--- src/rtl/pipe_skid_reg.sv ---
// Pipeline-stage register with a valid/ready handshake on both sides and an optional skid entry.
// With SKID=1, in_ready comes straight from a flop, so there is no combinational stall path between stages.
module pipe_skid_reg #(
  parameter int DW   = 38,
  parameter bit SKID = 1'b1
) (
  input  logic          clk,
  input  logic          rst,
  input  logic          flush,
  input  logic          in_valid,
  output logic          in_ready,
  input  logic [DW-1:0] in_data,
  output logic          out_valid,
  input  logic          out_ready,
  output logic [DW-1:0] out_data,
  output logic [1:0]    occupancy
);

  logic [DW-1:0] main_q, main_d;
  logic [DW-1:0] skid_q, skid_d;
  logic          main_v_q, main_v_d;
  logic          skid_v_q, skid_v_d;
  logic          in_fire, out_fire;

  assign in_ready  = SKID ? !skid_v_q : (!main_v_q || out_ready);
  assign out_valid = main_v_q;
  assign out_data  = main_q;
  assign occupancy = 2'(main_v_q) + 2'(skid_v_q);
  assign in_fire   = in_valid && in_ready;
  assign out_fire  = main_v_q && out_ready;

  always_comb begin
    // NOTE: every next-state signal gets a hold default first, so no path leaves one unassigned (no latch).
    main_d   = main_q;
    main_v_d = main_v_q;
    skid_d   = skid_q;
    skid_v_d = skid_v_q;

    if (SKID) begin
      if (!main_v_q) begin
        if (in_fire) begin
          main_d   = in_data;
          main_v_d = 1'b1;
        end
      end else if (!skid_v_q) begin
        if (in_fire && out_fire) begin
          main_d = in_data;
        end else if (in_fire) begin
          skid_d   = in_data;
          skid_v_d = 1'b1;
        end else if (out_fire) begin
          main_v_d = 1'b0;
        end
      end else if (out_fire) begin
        // FULL: the skid beat is older than anything upstream, so it moves into main.
        main_d   = skid_q;
        skid_v_d = 1'b0;
      end
    end else begin
      if (in_fire) begin
        main_d   = in_data;
        main_v_d = 1'b1;
      end else if (out_fire) begin
        main_v_d = 1'b0;
      end
    end
  end

  always_ff @(posedge clk) begin
    if (rst || flush) begin
      // NOTE: data registers are cleared too, so out_data reads 0 right after rst/flush instead of stale data.
      main_q   <= '0;
      skid_q   <= '0;
      main_v_q <= 1'b0;
      skid_v_q <= 1'b0;
    end else begin
      // NOTE: non-blocking assignments so every flop samples the pre-edge values computed above.
      main_q   <= main_d;
      skid_q   <= skid_d;
      main_v_q <= main_v_d;
      skid_v_q <= skid_v_d;
    end
  end

endmodule

--- config.mk ---
export PLATFORM = sky130hd
export DESIGN_NAME = pipe_skid_reg
export DESIGN_NICKNAME = d
export VERILOG_FILES = /design/src/rtl/pipe_skid_reg.sv
export SDC_FILE = /design/constraint.sdc
export NUM_CORES = 1
export LEC_CHECK = 0
export ABC_AREA = 1
export BUFFER_PORTS_ARGS = -buffer_cell sky130_fd_sc_hd__buf_2
export CORE_MARGIN = 10
export CORE_UTILIZATION = 40
export DETAILED_ROUTE_END_ITERATION = 10
export PLACE_DENSITY_LB_ADDON = 0.15
export SLEW_MARGIN = 20
export SYNTH_ARGS = -nofsm -noshare
export SYNTH_HDL_FRONTEND = slang
export SYNTH_SLANG_ARGS = --single-unit
--- constraint.sdc ---
create_clock -name clk -period 1.8 [get_ports clk]
set_input_delay 0.18 -clock clk [delete_from_list [all_inputs] [get_ports clk]]
set_output_delay 0.18 -clock clk [all_outputs]
set_load 0.005 [all_outputs]
Word level (Yosys, flattened, before mapping)
Index checks and enable logic that the tools add are counted.
{ "op_classes": {"bitwise_logic": 2, "addsub": 1, "muxes": 13, "eq_ne": 2, "reduce_logical": 8} }
{ "ops": {"columns": ["operator", "count"], "rows": [
  ["$mux W38", 5],
  ["$mux W1", 8],
  ["$reduce_and A4 Y1", 1],
  ["$logic_and A1 B1 Y1", 3],
  ["$ne A3 B1 Y1 const B", 1],
  ["$ne A3 B2 Y1 const B", 1],
  ["$reduce_and A3 Y1", 1],
  ["$add A1 B1 Y2", 1],
  ["$not A1 Y1", 2],
  ["$reduce_bool A2 Y1", 1],
  ["$logic_not A1 Y1", 1],
  ["$logic_or A1 B1 Y1", 1]
]} }
{ "word_totals": {"elab_cells": 30, "reg_bits": 78, "inputBits": 43} }

Depth between registers and ports, before layout
{ "logic_depth": {"ltp_word": 6, "depth_mapped": 11} }

Worst setup path after synthesis
Ideal clock, no wire load.
{ "synth_path": {"path_kind": "register -> register", "start": "reg skid_v_q", "end": "reg main_q[10], in the netlist out_data[10]", "arrival_ns": 1.275, "stages_incl_launch_ff": 11, "setup_slack_ns": 0.412, "synth_period_minus_slack_ns": 1.388, "path_buffers": 2, "t_required_ns": 1.687, "setup_time_ns": 0.113, "path_cell_list": "dfxtp_1 > inv_2 > ha_1 > inv_1 > nand2_1 > nand2_1 > nand2_1 > buf_4 > buf_4 > nor2_1 > nor2_1"} }
{ "synth_via": {"elab_chain_cells": 5, "elab_cells_between_ends": 9, "cone_classes": "eq/ne (2); mux (2); reduce/logical (5)"} }
{ "synth_lines": {"columns": ["element", "line_no", "source"], "rows": [
  ["start, declared", "22", "logic skid_v_q, skid_v_d;"],
  ["start signal, assigned", "81", "skid_v_q <= skid_v_d;"],
  ["$logic_not A1 Y1 (*)", null, null],
  ["via in_ready", "11", "output logic in_ready,"],
  ["$logic_and A1 B1 Y1 (*)", "29", "assign in_fire = in_valid && in_ready;"],
  ["$logic_and A1 B1 Y1", "46", "if (in_fire && out_fire) begin"],
  ["$ne A3 B1 Y1 (no source line)", null, null],
  ["$reduce_and A3 Y1 (no source line) (*)", null, null],
  ["end signal, assigned", "78", "main_q <= main_d;"],
  ["end, declared", "19", "logic [DW-1:0] main_q, main_d;"]
]} }
Mark *: on every way through the listed nets, which the timed path passes. The rest lies on a longest branch.
A chain may end at the register's enable or synchronous reset.

Final worst setup path
{ "layout_path": {"start": "reg main_v_q, in the netlist out_valid", "end": "reg main_q[10], in the netlist out_data[10]"} }
{ "layout_via": {"elab_chain_cells": 4, "elab_cells_between_ends": 7, "cone_classes": "eq/ne (2); mux (1); reduce/logical (4)"} }
{ "layout_lines": {"columns": ["element", "line_no", "source"], "rows": [
  ["start, declared", "21", "logic main_v_q, main_v_d;"],
  ["start signal, assigned", "80", "main_v_q <= main_v_d;"],
  ["$logic_and A1 B1 Y1", "30", "assign out_fire = main_v_q && out_ready;"],
  ["$logic_and A1 B1 Y1", "46", null],
  ["$ne A3 B1 Y1 (no source line)", null, null],
  ["$reduce_and A3 Y1 (no source line)", null, null]
]} }
Several ways; a longest one is shown, not always the timed one.

==> impl_metrics.env <==
export IMPL_status="complete, no violations"
export IMPL_dp_hpwl_mm=6.08
export IMPL_numCtsBuffers=9
export IMPL_end_kind="register"
export IMPL_holdPathStages=3
export IMPL_cts_buffer_depth=2
export IMPL_grt_max_degree=79
export IMPL_num_rows=34
export IMPL_ys_async_sr_fraction_pct=0
export IMPL_syn_cell_area_um2=3540
export IMPL_switching_power_mw=0.917
export IMPL_ys_warn_count=0
export IMPL_grt_setup_unrepaired="false"
export IMPL_ys_seq_area_share_pct=44.1
export IMPL_cts_sinks=78
export IMPL_ant_nets=0
export IMPL_p_clk_share_pct=37.7
export IMPL_finalPower_mw=3.58
export IMPL_slew_limit_headroom_pct=75.7
export IMPL_root_buffer="clkbuf_8"
export IMPL_power_internal_mw=2.66
export IMPL_cts_resized=0
export IMPL_r2r_start="out_valid"
export IMPL_setup_viol=0
export IMPL_cp_required_ps=2050
export IMPL_reg2reg_to="out_data[10]"
export IMPL_hold_viol=0
export IMPL_grt_pass1_vias=3297
export IMPL_antenna_found_initial=0
export IMPL_synth_compound_area_share_pct=5.87
export IMPL_critPathArrivalTime_ps=1740
export IMPL_cp_max_fo=28
export IMPL_core_um2=8680
export IMPL_routed_wl_mm=9.23
export IMPL_portBuffers=84
export IMPL_track_usage_pct=14.1
export IMPL_synthCells=555
export IMPL_slew_violations=0
export IMPL_fin_setup_tns_ps=0
export IMPL_power_density_nw_per_um2=846
export IMPL_yosys_top_cells_count="160 x nand2_1, 154 x nor2_1, 78 x dfxtp_1"
export IMPL_ir_worst_vdd_uv=346
export IMPL_max_freq_mhz=670
export IMPL_drive_gt1_share_pct=18.6
export IMPL_ys_flop_type="dfxtp_1"
export IMPL_worstRegToRegCells=7
export IMPL_dieArea_um2=13000
export IMPL_cts_max_level=3
export IMPL_die_w_um=114
export IMPL_yosysTopAreaCell="dfxtp_1"
export IMPL_dr_pass1_iters=4
export IMPL_muxShareOfSynthArea_pct=0
export IMPL_wire_per_inst_um=12.5
export IMPL_vias=3328
export IMPL_fillers=932
export IMPL_initial_core_util_pct=40.8
export IMPL_min_path_type="input port to register"
export IMPL_die_h_um=114
export IMPL_cap_viol_max_count=0
export IMPL_synth_edf_count=0
export IMPL_gp_congestion=0.764
export IMPL_syn_area_per_cell_um2=6.37
export IMPL_synth_nets=600
export IMPL_via_per_inst=4.51
export IMPL_clk_latency_ps=350
export IMPL_hp_start="in_data[22]"
export IMPL_crit_type="register to register"
export IMPL_antennaDiodeCount=0
export IMPL_seqPwrFrac_pct=50.4
export IMPL_path_clk_slew_ps=80
export IMPL_synth_area_leaders="dfxtp_1 44%, nand2_1 17%, nor2_1 16%"
export IMPL_fin_nets=670
export IMPL_synthXorXnorAreaFrac_pct=0
export IMPL_yosysMostFrequentCell="nand2_1"
export IMPL_period_share_pct=83.0
export IMPL_start_kind="register"
export IMPL_cts_setup_buffers=0
export IMPL_swShare_pct=25.7
export IMPL_synthAdderAreaFrac_pct=0.707
export IMPL_rrSetupSlack_ps=310
export IMPL_worst_slew_pin_slew_ps=364
export IMPL_drc=0
export IMPL_cts_hold_buf=0
export IMPL_p_leak_nw=2.10
export IMPL_ios=85
export IMPL_p_comb_share_pct=11.9
export IMPL_grt_pass1_wl_mm=15.3
export IMPL_finalClockSkew_ps=7.70
export IMPL_area_delta_synth_final_pct=19.5
export IMPL_post_synth_top_area_fraction_pct=44.1
export IMPL_synth_top_family_by_area="simple AND/OR/NAND/NOR gates"
export IMPL_worstHoldEndpoint="skid_q[22]"
export IMPL_drt_iter0_drc=194
export IMPL_synth_cell_types=15
export IMPL_post_route_min_period_ps=1490
export IMPL_cts_tree="done"
export IMPL_synthSimpleGateAreaFrac_pct=38.9
export IMPL_grt_overflow=0
export IMPL_synth_seq_cells=78
==> sequential cells by signal, summed over array words and instances, names as in the netlist <==
name       count
out_data      38
skid_q        38
skid_v_q       1
out_valid      1
==> layout make-up <==
cell class	count	area (um^2)	share of cell area [%]
multi-input combinational	396	1620	38.3
sequential	78	1560	37.0
timing repair buffer	95	541	12.8
inverter	45	169	4.00
clock buffer	12	155	3.67
tap	108	135	3.20
clock inverter	4	45.0	1.07
==> worst max-delay path, cell delays in order, from the launching register on <==
cell and delay (ps):
dfxtp_2 380, buf_4 270, nand2_1 100, o21ai_1 120, nand2_2 100, buf_4 230, nor2_1 140, nor2_1 60
==> layout by cell type (no fill, tap or decap) <==
master     instances
a21boi_0           1
buf_12             3
buf_2             84
buf_4              8
bufinv_16          1
clkbuf_1           1
clkbuf_8          11
clkinv_2           3
dfxtp_1           76
dfxtp_2            2
ha_1               2
inv_1             43
inv_2              2
nand2_1          159
nand2_2            2
nand3_1           38
nor2_1           153
nor2_4             1
o21ai_0           38
o21ai_1            2
==> routing by layer <==
| metal | vias to the layer above | global-route usage (%) | routed length (um) |
|---|---|---|---|
| li1 | 1812 | - | - |
| met1 | 1444 | 16.7 | 4420 |
| met2 | 61 | 22.8 | 4030 |
| met3 | 11 | 5.14 | 634 |
| met4 | 0 | 5.51 | 143 |
| met5 | - | 0 | 0 |
==> logic make-up (layout without fill, tap and decap cells) <==
group	Yosys count	after routing
fa+ha+maj	2	2
compound gates	41	41
buf+inv	81	156
flops	78	78
simple gates	353	353
==> metrics by stage <==
stage	area, um^2	worst slack [ps]	util [%]	std cells	hold WS, ps
detailed placement	4030	317	46.4	722	451
finish	4230	306	48.7	738	95.3
floorplan	3540	412	-	555	327
CTS	4230	295	48.7	738	79.3
global route	4230	132	48.7	738	112
global placement	4030	388	46.4	722	447
==> how the worst max path moves through the flow <==
stage | end | from
final | out_data[10] | out_valid
after global routing | out_data[17] | out_valid
after CTS | out_data[21] | out_valid
after detailed placement | out_data[18] | out_valid
after global placement | out_data[17] | skid_v_q
after floorplan | out_data[10] | skid_v_q
==> power groups by stage <==
stage               Clock (mW)  Combinational, mW  Sequential, mW
floorplan                    0              0.265            1.85
global placement             0              0.428            1.84
detailed placement           0              0.433            1.84
CTS                       1.39              0.436            1.80
global route              1.46              0.497            1.81
finish                    1.35              0.426            1.80
Note: power is estimated with default switching activity, not from simulation.
